==> config.mk <==
export PLATFORM = sky130hd
export DESIGN_NAME = qam_frame_sequencer
export DESIGN_NICKNAME = d
export VERILOG_FILES = /design/src/rtl/qam_frame_sequencer.sv
export SDC_FILE = /design/constraint.sdc
export NUM_CORES = 1
export LEC_CHECK = 0
export ABC_AREA = 1
export BUFFER_PORTS_ARGS = -buffer_cell sky130_fd_sc_hd__buf_2
export CAP_MARGIN = 10
export CORE_UTILIZATION = 55
export DETAILED_ROUTE_END_ITERATION = 8
export GPL_TIMING_DRIVEN = 0
export MAX_ROUTING_LAYER = met4
export PLACE_DENSITY = 0.86
export SLEW_MARGIN = 20
export SYNTH_ARGS = -nofsm -noshare
export SYNTH_HDL_FRONTEND = slang
export SYNTH_SLANG_ARGS = --single-unit
==> constraint.sdc <==
create_clock -name clk -period 2.2 [get_ports clk]
set_input_delay 0.33 -clock clk [delete_from_list [all_inputs] [get_ports clk]]
set_output_delay 0.33 -clock clk [all_outputs]
set_load 0.02 [all_outputs]
==> src/rtl/qam_frame_sequencer.sv <==
// qam_frame_sequencer: 16-QAM framing, bit/symbol strobes, 4-bit packing and preamble insertion
module qam_frame_sequencer #(
   parameter int BIT_DIV       = 8,
   parameter int PREAMBLE_SYMS = 4,
   parameter int FRAME_SYMS    = 16
) (
   input  logic       clk,
   input  logic       rst,
   input  logic       enable,
   input  logic       bit_in,
   input  logic       bit_valid,
   output logic       bit_ready,
   output logic [3:0] sym_out,
   output logic       sym_valid,
   input  logic       sym_ready,
   output logic       m_align,
   output logic       clk_m,
   output logic       clk_level,
   output logic       frame_busy,
   output logic [7:0] underrun_cnt
);
   localparam int DW = $clog2(BIT_DIV);
   localparam logic [DW-1:0] DIV_MAX = DW'(BIT_DIV - 1);
   localparam logic [7:0] PRE_LAST = 8'(PREAMBLE_SYMS - 1);
   localparam logic [7:0] DATA_LAST = 8'(FRAME_SYMS - 1);

   typedef enum logic [1:0] {IDLE, PREAMBLE, DATA} state_t;
   state_t state, state_nxt;
   logic [DW-1:0] div;
   logic [1:0] bit_cnt;
   logic [7:0] sym_cnt;
   logic [2:0] shreg;
   logic stall, load, last;

   always_ff @(posedge clk or negedge rst)
      if (!rst) state <= IDLE;
      else state <= state_nxt;

   always_comb
      state_nxt = state == IDLE ? (enable ? PREAMBLE : IDLE) :
                  !(load && last) ? state :
                  state == PREAMBLE ? DATA :
                  enable ? PREAMBLE : IDLE;

   // a held symbol freezes the divider only once the next symbol is complete
   always_comb begin
      frame_busy = state != IDLE;
      stall = bit_cnt == 2'd3 && sym_valid && !sym_ready;
      clk_m = frame_busy && div == DIV_MAX && !stall;
      bit_ready = clk_m && state == DATA;
      load = clk_m && bit_cnt == 2'd3;
      last = state == DATA ? sym_cnt == DATA_LAST : sym_cnt == PRE_LAST;
   end

   always_ff @(posedge clk or negedge rst)
      if (!rst) begin
         div <= '0;
         bit_cnt <= '0;
         sym_cnt <= '0;
         shreg <= '0;
         sym_out <= '0;
         sym_valid <= 1'b0;
         m_align <= 1'b0;
         clk_level <= 1'b0;
         underrun_cnt <= '0;
      end else begin
         div <= state == IDLE ? '0 : div != DIV_MAX ? div + 1'b1 : stall ? div : '0;
         if (clk_m) bit_cnt <= bit_cnt + 2'd1;
         if (bit_ready) shreg <= {shreg[1:0], bit_valid & bit_in};
         if (bit_ready && !bit_valid && underrun_cnt != 8'hFF) underrun_cnt <= underrun_cnt + 8'd1;
         if (load) begin
            sym_out <= state == DATA ? {shreg, bit_valid & bit_in} : (sym_cnt[0] ? 4'hC : 4'h3);
            m_align <= state == DATA && sym_cnt == 8'd0;
            sym_cnt <= last ? 8'd0 : sym_cnt + 8'd1;
         end
         sym_valid <= load || (sym_valid && !sym_ready);
         clk_level <= load;
      end
endmodule

* Word level (Yosys, flattened, before mapping) *
Cells that the tools add are included.

operators by class
  shift operators = 0
  muxes and demuxes = 11
  equal/unequal tests = 9
  magnitude comparators = 0
  div/mod/pow operators = 0
  reductions and logical operators = 19
  bitwise operators = 1
  add/sub/neg operators = 4
  multipliers = 0

operators with widths
  cell                                                                     count
  8-bit by 1-bit adder with 8-bit output, second input constant            2
  1-bit logical AND                                                        11
  3-bit two-way mux                                                        3
  8-bit by 2-bit == test with 1-bit output, second input constant          1
  8-bit by 4-bit == test with 1-bit output, second input constant          1
  8-bit logical NOT                                                        1
  4-bit two-way mux                                                        2
  8-bit two-way mux                                                        1
  8-bit inequality test, second input constant                             1
  2-bit two-way mux                                                        3
  2-bit == test, second input constant                                     2
  2-bit nonzero test                                                       2
  3-bit by 1-bit adder with 3-bit output, second input constant            1
  3-bit == test, second input constant                                     1
  1-bit logical NOT                                                        3
  3-bit by 1-bit inequality test with 1-bit output, second input constant  1
  3-bit inequality test, second input constant                             1
  2-bit by 1-bit adder with 2-bit output, second input constant            1
  2-bit by 1-bit == test with 1-bit output, second input constant          1
  2-bit logical NOT                                                        1
  1-bit two-way mux                                                        2
  1-bit AND                                                                1
  1-bit logical OR                                                         1

word-level totals
  input bits = 6
  register bits = 33
  word-level logic and storage cells = 54
  memory bits (read-only) = 0
  memories = 0
  latch bits = 0
  bits in writable memories = 0
  output and inout bits = 18

* Longest topological paths before layout *
Gate-level depths: netlist (run 1).

  word-level depth = 9
  depth in mapped cells = 10
  mapped depth without buffers = 10

* Least setup slack after synthesis (run 1) *
Ideal clock, no wire load.

  path kind = register -> output
  start point = register div[0]
  end point = output bit_ready
  data arrival time = 1248 ps
  buffers on the path = 0
  required time = 1870 ps
  stages on the path, launching flop included = 7
  setup slack = 622 ps
  cell sequence = dfrtp_1 -> ha_1 -> ha_1 -> inv_1 -> nor2_8 -> nand3_1 -> inv_1

on the way
  longest elaborated chain between the ends = 4

ends and longest elaborated chain
  element                          RTL line  RTL
  start, declared                  29        logic [DW-1:0] div;
  start signal, assigned           67        div <= state == IDLE ? '0 : div != DIV_MAX ? div + 1'b1 : stall ? div : '0;
  3-bit == test                    49        clk_m = frame_busy && div == DIV_MAX && !stall;
  1-bit logical AND (2 in series)  49
  1-bit logical AND                50        bit_ready = clk_m && state == DATA;
  end, declared                    12        output logic bit_ready,

No other way between the ends.

* Final worst setup path (run 1) *
Ends and elaborated chain as after synthesis.

==> out/summary.txt, run 1 <==
WL final - 3330 µm
Critical path buffers and inverters - 3
Site Rows - 20
root buffer cell - clkbuf_4
Clock transition at path regs - 90 ps
Cell Count, Final, Fillers Out - 296
synth unique cells - 21
crit path max-delay cell type - dfrtp_1
maximum fanout along the worst path - 6
final net count - 263
Bufs on Longest Clock Path - 2
post-layout min period - 2090 ps
Initial Utilization - 58.0%
Fmax achieved - 479 MHz
Placement Cell Area - 0.00196 mm²
synthesized area - 0.00179 mm²
multi-input gate area in the final layout - 808 µm²
# Max-Cap Violations - 0
gr usage total - 22.0%
IO Pins - 24
Static Leak - 1.12 nW
Worst path max stage delay - 410 ps
vias in the first global route - 1,307
worst vdd ir - 399 µV
Gate Count Post-Synth - 221
final setup margin - 112 ps
DP Worst Slack - 373 ps
PortBufs - 23
cts hold-fix bufs - 0
pin count of the biggest net entering global routing - 34
RSZ-0062 raised after global routing - no
DRT antenna net count - 0
total die area - 0.00348 mm²
final instance area - 0.00201 mm²
fraction of the yosys area taken by sequential cells - 46.2%
top cell type's share of synthesized area - 46.2%
Mean Syn Cell Area - 8.08 µm²
Setup TNS - 0 ps
Crit path arrival time - 1760 ps
vias per std cell - 4.91
# DRC - 0
cells along the critical path - ha_1 > ha_1 > inv_1 > nor2_8 > nand3_2 > inv_2 > buf_2
actual slew at the worst max-slew pin - 718 ps
total vias in the final route - 1,454
Num Clock Sinks - 33
chip height - 59.0 µm
cell taking the most area after synthesis - dfrtp_1
Area Overhead vs Synth - 12.5%
Final Setup Violations - 0
global-route wire length before repair - 5550 µm
post-CTS setup buffer count - 0
ratio of cells with drive above 1 in the final layout - 16.7%
most frequent cell on the critical path - ha_1
Slew Viols, Final - 0
Critical Path Sink Type - output port
FF+latch count, synth - 33
top area cells in the synthesized netlist - dfrtp_1 46%, nand2_1 15%, inv_1 6.9%
DR iter-0 viols - 64
Req. time, crit path - 1870 ps
global route overflow - 0
clk_skew - 8.03 ps
core area - 0.00308 mm²
CP top delay family - buffers and inverters
pwr dens - 870 mW/mm²
CTS Buf Count - 5
Reg area - 826 µm²
Clk Latency, worst-skew pair - 320 ps
hold crit path type - in -> async
final cycle utilization of the critical path - 94.9%
Mapped Nets - 233
Max-slew headroom - 52.2%
wire per inst - 11.3 µm
initial antenna violation count - 0
FILL cells - 274
Syn. warnings - 0
total power - 1.75 mW
final hold violation count - 0
# placed instances - 288
ant diodes - 0
hpwl dp - 2520 µm
H-tree depth - 2
crit start category - flop
routability cong. - 0.810
WS Path Type - reg -> out
outcome - finished, final reports clean
DIE WIDTH - 59.0 µm
Pre-Repair DR Iteration Count - 4
CTS tree - done
power breakdown:
part	switching [mW]	leakage, nW	internal (mW)	total, mW
sequential	0.0961	0.387	0.731	0.827
clock	0.183	0.0265	0.127	0.310
combinational	0.379	0.711	0.233	0.613
total	0.658	1.12	1.09	1.75
synthesized netlist by cell type (all sizes together):
cell type,n
ha,6
nand2,71
o211ai,1
xnor2,1
inv,33
o31ai,1
nand3,21
o21a,1
nor2,18
xor2,8
dfrtp,33
nand4,5
o21ai,17
buf,3
nor3,2
final timing paths:
kind	endpoint	cells past startpoint	slack, ps	startpoint
setup / recovery	bit_ready	7	110	div[0]
setup reg to reg	sym_cnt[0]	9	500	div[0]
hold / removal	sym_cnt[4]	1	50	rst
min in group clk	sym_valid	4	240	sym_ready
max in group asynchronous	clk_level	1	1690	rst
hold reg to reg	sym_out[0]	2	480	sym_out[0]
registers in the layout (all words and copies together) (netlist names):
register and cells:
state 2, clk_level 1, sym_valid 1, m_align 1, underrun_cnt 8, bit_cnt 2
sym_out 4, shreg 3, div 3, sym_cnt 8
metrics by stage:
stage | util [%] | hold slack [ps]
2_1_floorplan | - | 34.4
3_3_place_gp | 63.6 | 425
3_5_place_dp | 63.6 | 428
4_1_cts | 65.3 | 66.4
5_1_grt | 65.3 | 102
6_report | 65.3 | 48.5
cells by family (layout without fill, tap and decap cells):
logic type	after synthesis	count (layout)	share of synthesized area [%]
fa+ha+maj	6	6	4.20
simple gates	117	117	29.9
compound gates	20	20	6.44
xor+xnor	9	9	4.41
buf+inv	36	67	8.82
flops	33	33	46.2
what timing repair did:
| item | CTS | global route |
|---|---|---|
| setup endpoints to repair | 1 | 1 |
| hold endpoints to repair | 0 | 0 |
| pin swaps | 0 | 1 |
| gates resized for setup | 1 | 1 |
routing by layer:
layer	GRT usage [%]	up-vias	routed length (µm)
met2	35.4	32	1610
li1	-	754	-
met1	27.4	663	1530
met4	4.76	0	35
met5	-	-	0
met3	6.77	5	152
cell type report:
class,count,share of cell area [%]
buffer,3,1.68
sequential,33,41.1
tap,44,2.74
inverter,33,6.16
multi-input combinational,152,40.2
clock buffer,8,2.43
timing repair buffer,23,5.72
cells in the final DEF, fill, tap and decap left out, types with 4 or more instances in the layout:
cell and count:
nand3_1 20, dfrtp_1 33, nor2_1 13, clkbuf_4 5, o21ai_0 13, nand4_1 4, inv_1 32, xor2_1 8
buf_2 23, ha_1 6, nand2_1 70
No activity file was read; power rests on OpenSTA's default activity.
==> run 2: changes to the inputs <==
--- a/config.mk
+++ b/config.mk
@@ -8,7 +8,9 @@
 export ABC_AREA = 1
 export BUFFER_PORTS_ARGS = -buffer_cell sky130_fd_sc_hd__buf_2
 export CAP_MARGIN = 10
-export CORE_UTILIZATION = 55
+export CELL_PAD_IN_SITES_DETAIL_PLACEMENT = 1
+export CELL_PAD_IN_SITES_GLOBAL_PLACEMENT = 2
+export CORE_UTILIZATION = 33
 export DETAILED_ROUTE_END_ITERATION = 8
 export GPL_TIMING_DRIVEN = 0
 export MAX_ROUTING_LAYER = met4
==> out/summary.txt, run 2 (synthesis gave the netlist of run 1 again) <==
chip height - 75.6 µm
pin count of the biggest net entering global routing - 34
PortBufs - 23
Reg area - 826 µm²
final cycle utilization of the critical path - 92.2%
worst reg-to-reg setup slack - 520 ps
FILL cells - 642
pwr dens - 903 mW/mm²
Worst R2R End - sym_cnt[0]
# Max-Cap Violations - 0
worst reg2reg path depth - 9
Site Rows - 26
maximum fanout along the worst path - 6
WS Path Type - reg -> out
global-route wire length before repair - 6480 µm
Max-slew headroom - 50.9%
Area Overhead vs Synth - 16.1%
final hold violation count - 0
actual slew at the worst max-slew pin - 737 ps
most common cell after layout, fill and taps aside - nand2_1
vias per std cell - 4.57
most frequent cells in the layout - 70 x nand2_1, 33 x inv_1, 33 x dfrtp_1
wire per inst - 11.9 µm
post-layout min period - 2030 ps
initial antenna violation count - 0
IO Pins - 24
clk_skew - 4.53 ps
final net count - 263
total die area - 0.00571 mm²
hold crit path type - in -> async
# DRC - 0
top flop regs - sym_cnt x8, underrun_cnt x8, sym_out x4
Crit path arrival time - 1700 ps
CTS tree - done
Final Setup Violations - 0
core area - 0.00517 mm²
H-tree depth - 2
Static Leak - 1.14 nW
Critical Path Sink Type - output port
global route overflow - 0
total power - 1.87 mW
Initial Utilization - 34.5%
routability cong. - 0.742
outcome - finished, final reports clean
Fmax achieved - 493 MHz
Num Clock Sinks - 33
Clock transition at path regs - 60 ps
DRT antenna net count - 0
post-CTS setup buffer count - 0
ant diodes - 0
root buffer cell - clkbuf_8
gr usage total - 15.9%
WL final - 3840 µm
crit start category - flop
DR iter-0 viols - 45
Pre-Repair DR Iteration Count - 4
worst r2r src - div[0]
Clk Latency, worst-skew pair - 280 ps
worst vdd ir - 298 µV
vias in the first global route - 1,398
CTS Buf Count - 5
hpwl dp - 2950 µm
DIE WIDTH - 75.6 µm
Setup TNS - 0 ps
multi-input gate area in the final layout - 808 µm²
total vias in the final route - 1,470
ratio of cells with drive above 1 in the final layout - 16.3%
Slew Viols, Final - 0
RSZ-0062 raised after global routing - no
Bufs on Longest Clock Path - 2
Req. time, crit path - 1870 ps
-- run 2: where the power goes --
group	leakage (nW)	total, mW	internal [mW]	switching (mW)
sequential	0.387	0.828	0.732	0.0964
clock	0.0395	0.429	0.225	0.205
combinational	0.712	0.616	0.234	0.382
total	1.14	1.87	1.19	0.683
-- run 2: timing repair --
action / in CTS / in global routing
setup endpoints to repair: 0 / 1
resized for setup: 0 / 1
hold buffers: 0 / 0
-- run 2: through the flow --
| stage | hold WS [ps] | instance area [µm²] | utilization (%) | std cells | setup WS (ps) |
|---|---|---|---|---|---|
| detailed placement | 451 | 1990 | 38.5 | 314 | 397 |
| CTS | 141 | 2070 | 40.0 | 322 | 68.6 |
| floorplan | 34.4 | 1790 | - | 221 | 622 |
| global placement | 455 | 1990 | 38.5 | 314 | 400 |
| finish | 113 | 2070 | 40.1 | 322 | 172 |
| global route | 181 | 2070 | 40.1 | 322 | 39.7 |
-- run 2: critical path, stage by stage (launching register included) --
cell and delay (ps):
dfrtp_1 370, ha_1 160, ha_1 150, inv_1 120
nor2_8 190, nand3_2 120, inv_1 120, buf_2 170
-- run 2: worst max-delay path by stage --
stage | startpoint | to | slack, ps | cells past startpoint
floorplan | div[0] | bit_ready | 620 | 6
global placement | div[0] | bit_ready | 400 | 7
detailed placement | div[0] | bit_ready | 400 | 7
CTS | div[0] | bit_ready | 70 | 7
global route | div[0] | bit_ready | 40 | 7
finish | div[0] | bit_ready | 170 | 7
-- run 2: layer usage --
metal / GRT usage [%] / wire (µm) / part of all wire (%) / vias to the layer above
met4: 6.79 / 60 / 1.6 / 0
met2: 22.6 / 1710 / 45 / 22
li1: - / - / - / 749
met1: 21.6 / 1960 / 51 / 694
met3: 3.57 / 109 / 2.8 / 5
met5: - / 0 / 0 / -
-- run 2: final cells by class --
type / count / share of cell area [%]
Inverter: 33 / 5.97
Clock buffer: 8 / 3.86
Buffer: 3 / 1.63
Tap cell: 70 / 4.22
Sequential cell: 33 / 39.8
Multi-Input combinational cell: 152 / 39.0
Timing Repair Buffer: 23 / 5.55
